$ cat src/rtl/mips_multicycle_control.sv
// Multicycle MIPS-lite sequencer: fetch/decode/execute/mem/write-back over shared ALU and one memory port.
// Latency: lw 5, sw/R/ori 4, beq/j 3 cycles; each mem_ready=0 cycle in FETCH/MEMRD/MEMWR adds one.
// Backpressure: mem_ready stalls FETCH/MEMRD/MEMWR; optional jump support via `define MIPS_JUMP_EN.
module mips_multicycle_control (
  input  logic       clk,
  input  logic       rst_n,
  input  logic [5:0] opcode,
  input  logic       mem_ready,
  output logic       pcwrite,
  output logic       pcwritecond,
  output logic       iord,
  output logic       memread,
  output logic       memwrite,
  output logic       irwrite,
  output logic       memtoreg,
  output logic       regdst,
  output logic       regwrite,
  output logic       alusrca,
  output logic [1:0] alusrcb,
  output logic       zeroext,
  output logic [1:0] aluop,
  output logic [1:0] pcsource,
  output logic       instr_done,
  output logic       trap,
  output logic [3:0] state
);

  localparam logic [5:0] OP_R   = 6'b000000;
  localparam logic [5:0] OP_LW  = 6'b100011;
  localparam logic [5:0] OP_SW  = 6'b101011;
  localparam logic [5:0] OP_BEQ = 6'b000100;
  localparam logic [5:0] OP_ORI = 6'b001101;
`ifdef MIPS_JUMP_EN
  localparam logic [5:0] OP_J   = 6'b000010;
`endif

  typedef enum logic [3:0] {
    S_IDLE   = 4'd0,
    S_FETCH  = 4'd1,
    S_DECODE = 4'd2,
    S_MEMADR = 4'd3,
    S_MEMRD  = 4'd4,
    S_MEMWB  = 4'd5,
    S_MEMWR  = 4'd6,
    S_REXEC  = 4'd7,
    S_RWB    = 4'd8,
    S_BRANCH = 4'd9,
    S_IEXEC  = 4'd10,
    S_IWB    = 4'd11,
    S_JUMP   = 4'd12,
    S_TRAP   = 4'd13
  } state_t;

  // Moore part of the control word; mem_ready-gated strobes are added on the output side.
  typedef struct packed {
    logic       pcwrite;
    logic       pcwritecond;
    logic       iord;
    logic       memread;
    logic       memwrite;
    logic       memtoreg;
    logic       regdst;
    logic       regwrite;
    logic       alusrca;
    logic [1:0] alusrcb;
    logic       zeroext;
    logic [1:0] aluop;
    logic [1:0] pcsource;
    logic       done;
    logic       trap;
  } ctl_t;

  state_t r_state;
  ctl_t   r_ctl;
  state_t w_next;
  logic   w_in_fetch;
  logic   w_in_memwr;

  function automatic state_t next_of(input state_t s, input logic [5:0] op, input logic rdy);
    state_t n;
    n = S_TRAP;
    case (s)
      S_IDLE:   n = S_FETCH;
      S_FETCH:  n = rdy ? S_DECODE : S_FETCH;
      S_DECODE: begin
        case (op)
          OP_LW, OP_SW: n = S_MEMADR;
          OP_R:         n = S_REXEC;
          OP_BEQ:       n = S_BRANCH;
          OP_ORI:       n = S_IEXEC;
`ifdef MIPS_JUMP_EN
          OP_J:         n = S_JUMP;
`endif
          default:      n = S_TRAP;
        endcase
      end
      // IR cannot change after DECODE, so anything but lw/sw here is unreachable.
      S_MEMADR: n = (op == OP_LW) ? S_MEMRD : ((op == OP_SW) ? S_MEMWR : S_TRAP);
      S_MEMRD:  n = rdy ? S_MEMWB : S_MEMRD;
      S_MEMWR:  n = rdy ? S_FETCH : S_MEMWR;
      S_REXEC:  n = S_RWB;
      S_IEXEC:  n = S_IWB;
      S_MEMWB, S_RWB, S_BRANCH, S_IWB, S_JUMP: n = S_FETCH;
      default:  n = S_TRAP;
    endcase
    return n;
  endfunction

  function automatic ctl_t ctl_of(input state_t s);
    ctl_t c;
    c = '0;
    case (s)
      S_FETCH:  begin c.memread = 1'b1; c.alusrcb = 2'b01; end
      S_DECODE: c.alusrcb = 2'b11;
      S_MEMADR: begin c.alusrca = 1'b1; c.alusrcb = 2'b10; end
      S_MEMRD:  begin c.memread = 1'b1; c.iord = 1'b1; end
      S_MEMWB:  begin c.regwrite = 1'b1; c.memtoreg = 1'b1; c.done = 1'b1; end
      S_MEMWR:  begin c.memwrite = 1'b1; c.iord = 1'b1; end
      S_REXEC:  begin c.alusrca = 1'b1; c.aluop = 2'b10; end
      S_RWB:    begin c.regwrite = 1'b1; c.regdst = 1'b1; c.done = 1'b1; end
      S_BRANCH: begin
        c.alusrca = 1'b1; c.aluop = 2'b01; c.pcwritecond = 1'b1;
        c.pcsource = 2'b01; c.done = 1'b1;
      end
      S_IEXEC:  begin c.alusrca = 1'b1; c.alusrcb = 2'b10; c.zeroext = 1'b1; c.aluop = 2'b11; end
      S_IWB:    begin c.regwrite = 1'b1; c.done = 1'b1; end
`ifdef MIPS_JUMP_EN
      S_JUMP:   begin c.pcwrite = 1'b1; c.pcsource = 2'b10; c.done = 1'b1; end
`endif
      S_TRAP:   c.trap = 1'b1;
      default:  c = '0;
    endcase
    return c;
  endfunction

  assign w_next = next_of(r_state, opcode, mem_ready);

  // State register plus control word registered from the state being entered.
  always_ff @(posedge clk or negedge rst_n) begin
    if (!rst_n) begin
      r_state <= S_IDLE;
      r_ctl   <= '0;
    end else begin
      r_state <= w_next;
      r_ctl   <= ctl_of(w_next);
    end
  end

  assign w_in_fetch = (r_state == S_FETCH);
  assign w_in_memwr = (r_state == S_MEMWR);

  // IR/PC load and sw retire only happen on the cycle memory completes.
  assign irwrite     = w_in_fetch & mem_ready;
  assign pcwrite     = r_ctl.pcwrite | (w_in_fetch & mem_ready);
  assign instr_done  = r_ctl.done | (w_in_memwr & mem_ready);
  assign pcwritecond = r_ctl.pcwritecond;
  assign iord        = r_ctl.iord;
  assign memread     = r_ctl.memread;
  assign memwrite    = r_ctl.memwrite;
  assign memtoreg    = r_ctl.memtoreg;
  assign regdst      = r_ctl.regdst;
  assign regwrite    = r_ctl.regwrite;
  assign alusrca     = r_ctl.alusrca;
  assign alusrcb     = r_ctl.alusrcb;
  assign zeroext     = r_ctl.zeroext;
  assign aluop       = r_ctl.aluop;
  assign trap        = r_ctl.trap;
  assign state       = r_state;
`ifdef MIPS_JUMP_EN
  assign pcsource    = r_ctl.pcsource;
`else
  assign pcsource    = r_ctl.pcsource & 2'b01;
`endif

endmodule

$ cat config.mk
export PLATFORM = sky130hd
export DESIGN_NAME = mips_multicycle_control
export DESIGN_NICKNAME = d
export VERILOG_FILES = /design/src/rtl/mips_multicycle_control.sv
export SDC_FILE = /design/constraint.sdc
export NUM_CORES = 1
export LEC_CHECK = 0
export ABC_AREA = 1
export BUFFER_PORTS_ARGS = -buffer_cell sky130_fd_sc_hd__buf_4
export CAP_MARGIN = 20
export CELL_PAD_IN_SITES_DETAIL_PLACEMENT = 2
export CELL_PAD_IN_SITES_GLOBAL_PLACEMENT = 2
export CORE_AREA = 2 2 68 70
export CTS_CLUSTER_DIAMETER = 30
export CTS_CLUSTER_SIZE = 28
export DETAILED_ROUTE_END_ITERATION = 16
export DIE_AREA = 0 0 70 72
export GPL_TIMING_DRIVEN = 0
export PLACE_DENSITY_LB_ADDON = 0.12
export SYNTH_ARGS = -nofsm -noshare
export SYNTH_HDL_FRONTEND = slang
export SYNTH_SLANG_ARGS = --single-unit
$ cat constraint.sdc
create_clock -name clk -period 2.7 [get_ports clk]
set_clock_uncertainty 0.1 [all_clocks]
set_input_delay 0.135 -clock clk [delete_from_list [all_inputs] [get_ports clk]]
set_output_delay 0.135 -clock clk [all_outputs]
set_load 0.02 [all_outputs]
# Yosys cells after proc, flatten, opt, wreduce, memory -nomap -nowiden
# Index checks and enable logic that the tools add are counted.
[totals]
register_bits = 20
out_inout_bits = 23
input_bits = 9
wordCells = 77
[op_classes]
eq_ne = 28
n_bitwise = 3
mux = 21
n_reduce_logical = 10
[ops]
columns = ["op", "count"]
rows = [
  ["equality test 4 bit (second input constant)", 10],
  ["equality test 4 x 3 -> 1 bit (second input constant)", 8],
  ["case mux 4 bit (8 select lines)", 1],
  ["equality test 4 x 2 -> 1 bit (second input constant)", 4],
  ["case mux 4 bit (4 select lines)", 1],
  ["2-to-1 mux 1 bit", 13],
  ["equality test 6 bit (second input constant)", 2],
  ["case mux 2 bit (3 select lines)", 2],
  ["equality test 4 x 1 -> 1 bit (second input constant)", 2],
  ["2-to-1 mux 4 bit", 2],
  ["OR reduction 2 bit", 4],
  ["OR reduction 4 bit", 2],
  ["equality test 6 x 3 -> 1 bit (second input constant)", 1],
  ["equality test 6 x 4 -> 1 bit (second input constant)", 1],
  ["logical NOT 6 bit", 1],
  ["OR reduction 6 bit", 1],
  ["logical NOT 4 bit", 1],
  ["2-to-1 mux 3 bit", 1],
  ["OR reduction 3 bit", 1],
  ["AND 1 bit", 2],
  ["2-to-1 mux 2 bit", 1],
  ["bitwise OR 1 bit", 1],
]

# Depth between registers and ports, before layout
[logic_depth]
ltp_word = 7
mapped_depth = 12
ltp_nobuf = 12

# Worst setup path before layout
# OpenSTA, ideal clock, no wires.
[synth_path]
kind = "register -> register"
from = "register r_state[3] (netlist: state[3])"
to = "register r_ctl, in the netlist alusrca"
required_time_ns = 2.482
path_stages_with_launch = 12
synth_period_minus_slack_ns = 1.580
t_arrival_ns = 1.362
slack_ns = 1.120
path_cell_list = "dfrtp_1 inv_1 nand2_2 nor2_2 nand2_1 nand2_1 nor2_2 nand2_4 nand2_1 nand2_1 nand2_1 nand2_1"
[synth_via]
elab_chain_cells = 6
word_cells_on_any_way = 21
classes_between = "eq/ne (16); mux (2); reduce/logical (3)"
[synth_lines]
columns = ["item", "line_no", "text"]
rows = [
  ["start, declared", "73", "state_t r_state;"],
  ["start signal, assigned", "144", "r_state <= w_next;"],
  ["equality test 4 x 3 -> 1 bit (tied with other cells)", "82", "case (s)"],
  ["OR reduction 6 bit (no line)", "--", ""],
  ["case mux 4 bit (8 select lines) (*)", "82", ""],
  ["via w_next[0]", "75", "state_t w_next;"],
  ["equality test 4 bit (tied with other cells)", "112", "case (s)"],
  ["OR reduction 4 bit (no line) (*)", "--", ""],
  ["2-to-1 mux 1 bit (*)", "112", ""],
  ["end signal, assigned", "145", "r_ctl <= ctl_of(w_next);"],
  ["end, declared", "74", "ctl_t r_ctl;"],
]
# Mark *: on every way through the listed nets, which the timed path passes. The rest lies on a longest branch.

# Worst setup path after layout
[layout_path]
from = "register r_state[3] (netlist: state[3])"
to = "register r_ctl, in the netlist memread"
[layout_via]
elab_chain_cells = 6
word_cells_on_any_way = 19
classes_between = "eq/ne (14); mux (2); reduce/logical (3)"
[layout_lines]
columns = ["item", "line_no"]
rows = [
  ["equality test 4 x 3 -> 1 bit (tied with other cells)", "82"],
  ["OR reduction 6 bit (no line)", "--"],
  ["case mux 4 bit (8 select lines) (*)", "82"],
  ["via w_next[3]", "75"],
  ["equality test 4 x 3 -> 1 bit or equality test 4 x 1 -> 1 bit (tied branches)", "112"],
  ["OR reduction 2 bit (no line) (*)", "--"],
  ["2-to-1 mux 1 bit (*)", "112"],
]
# Marked as above.

==> reports/metrics.cfg <==
[min_path]
whs_endpoint=memtoreg$_DFF_PN0_
whs_path_depth=3
hp-class=input pin to flip-flop
holdCritStartpoint=mem_ready

[sta]
period_needed_ns=1.76
rsz0062_at_grt=no
slew_violations=0
max_freq_mhz=567
min_period_over_period_pct=65.4
hold_slack_ns=0.0699
finalSetupViolations=0
finalHoldViolCount=0
finalSetupTns_ns=0

[power_and_ir_drop]
power_leakage_nw=0.774
sequentialPowerShare_pct=55.5
swShare_pct=22.1
comb_power_share_pct=5.6
finalPower_mw=0.513
power.switching_mw=0.113
pwr-share-clk_pct=38.9
ir_worst_vdd_mv=0.200
powerDensity_nw_per_um2=367
p_int_mw=0.399

[finish]
area_growth_pct=33.1
final_common_cell=buf_4
finalNonFillerCells=222
fill_cells=504
layout-drive-gt1-share_pct=38.2
largest_reg_flops=4
utilization_pct=32.7
layout_common_cells=buf_4, nand2_1, nor2_1
nets=180
antenna_cells=0

[placed_design]
io_buffers=30
dp_cells=217
gp_congestion=0.855
hpwl_mm=2.31

[worst_setup_path]
r2r-end=memread$_DFF_PN0_
crit_buf_inv=1
rr_startpoint=state[3]$_DFF_PN0_
crit_top_cell=nor2_1
cp_max_fo=6
cpMaxStageDelayCell=dfrtp_1
startpoint_type=flip-flop
crit_required_ns=2.80
crit_type=flip-flop to flip-flop
path_delay_family=simple AND/OR/NAND/NOR gates
cp-end-kind=flip-flop
crit_chain=inv_1 > nor2_1 > a21oi_1 > nand4_2 > nor2_1 > nand3_1 > nand2_1
slowest_delay_ns=0.44
r2r_setup_slack_ns=0.94
crit_start=state[3]$_DFF_PN0_
cp.arrival_ns=1.87
reg2reg_depth=7

[routing]
wire_per_inst_um=12.8
first_pass_iters=4
antenna_left=0
drt_iter0_drc=35
drc_errors=0
via_per_inst=4.27
vias=947
wl_mm=2.83

[clock_tree]
post-cts-setup-buffers=0
postCtsHoldBufs=1
cts.sinks=19
path_clk_slew_ns=0.07
post_cts_resized=0
clockRootBuffer=clkbuf_8
htreeDepth=1
clk_latency_ns=0.26
cts_buffers=3
cts_buffer_depth=2
cts_tree=done

[floorplanning]
dieArea_um2=5040
rows=24
io_pins=32
initial_core_util_pct=24.6
die_h_um=72
fp.coreArea_um2=4260
die_w_um=70

[yosys]
syn-cell-area_um2=1050
postSynthCellCount=135
yosysSeqAreaShare_pct=45.3
syn_area_per_cell_um2=7.77
ys_types=21
yosys_warnings=0
synth_nets=144
synth_seq_cells=19

[grt]
antenna_found_initial=0
grt_pass1_wl_mm=5.09
grtUsageTotal_pct=12.5
grt_overflow_total=0
grt_max_degree=20
grt_pass1_vias=1084

[status]
status=completed

[run]
cap_viol_max_count=0

-- routing by layer --
metal / up-vias / part of all wire, % / global-route usage [%]
met5: - / 0 / 0
met4: 0 / 0.60 / 2.56
met3: 3 / 4.7 / 3.19
met2: 23 / 50 / 23.0
met1: 448 / 44 / 15.0
li1: 473 / - / -
-- power groups by stage --
stage	registers, mW	clock network (mW)	logic (mW)
after global placement	0.290	0	0.0275
after floorplan	0.290	0	0.00930
final	0.284	0.199	0.0289
after detailed placement	0.290	0	0.0284
after CTS	0.284	0.209	0.0296
after global routing	0.284	0.217	0.0328
-- cells in the mapped netlist (all sizes together) --
cell     n  area, um^2
nand4    2        18.8
or2      1        6.26
buf      7        52.6
nor2    29         134
dfrtp   19         475
conb     1        3.75
nand3b   1        7.51
nor3     1        5.00
inv     21        78.8
o21ai    2        10.0
o21bai   1        7.51
nand2   31         144
a21oi    1        5.00
nand3   18         100
-- area by class of cell --
| cell class | instances | area (um^2) | share of cell area [%] |
|---|---|---|---|
| multi-input cells | 88 | 442 | 31.7 |
| clock inverters | 1 | 5.00 | 0.359 |
| plain buffers | 7 | 52.6 | 3.77 |
| clock buffers | 3 | 41.3 | 2.96 |
| repair buffers | 31 | 235 | 16.9 |
| well taps | 52 | 65.1 | 4.66 |
| inverters | 21 | 78.8 | 5.65 |
| flip-flops and latches | 19 | 475 | 34.1 |
-- worst max path at each step --
stage / to / slack [ns] / depth (start not counted)
final: memread$_DFF_PN0_ / 0.94 / 7
after detailed placement: alusrca$_DFF_PN0_ / 0.93 / 8
after CTS: memread$_DFF_PN0_ / 0.90 / 7
after floorplan: alusrca$_DFF_PN0_ / 1.12 / 11
after global routing: memread$_DFF_PN0_ / 0.69 / 7
after global placement: alusrca$_DFF_PN0_ / 0.97 / 8
-- through the flow --
step	cell area [um^2]	worst slack (ns)
after floorplan	1050	1.12
after global placement	1340	0.973
after detailed placement	1340	0.926
after CTS	1400	0.897
after global routing	1400	0.692
final	1400	0.935
-- tightest hold or removal path, delay by kind of cell --
family | cells | cell delay [ns]
buffers and inverters | 2 | 0.17
and+or+nand+nor | 1 | 0.09
-- cell families after synthesis --
kind of cell | after synthesis | share of synthesized area (%)
compound gates | 4 | 2.15
buf+inv | 28 | 12.5
flops | 19 | 45.3
other cells | 1 | 0.358
simple gates | 83 | 39.6
Note: power is estimated with default switching activity, not from simulation.
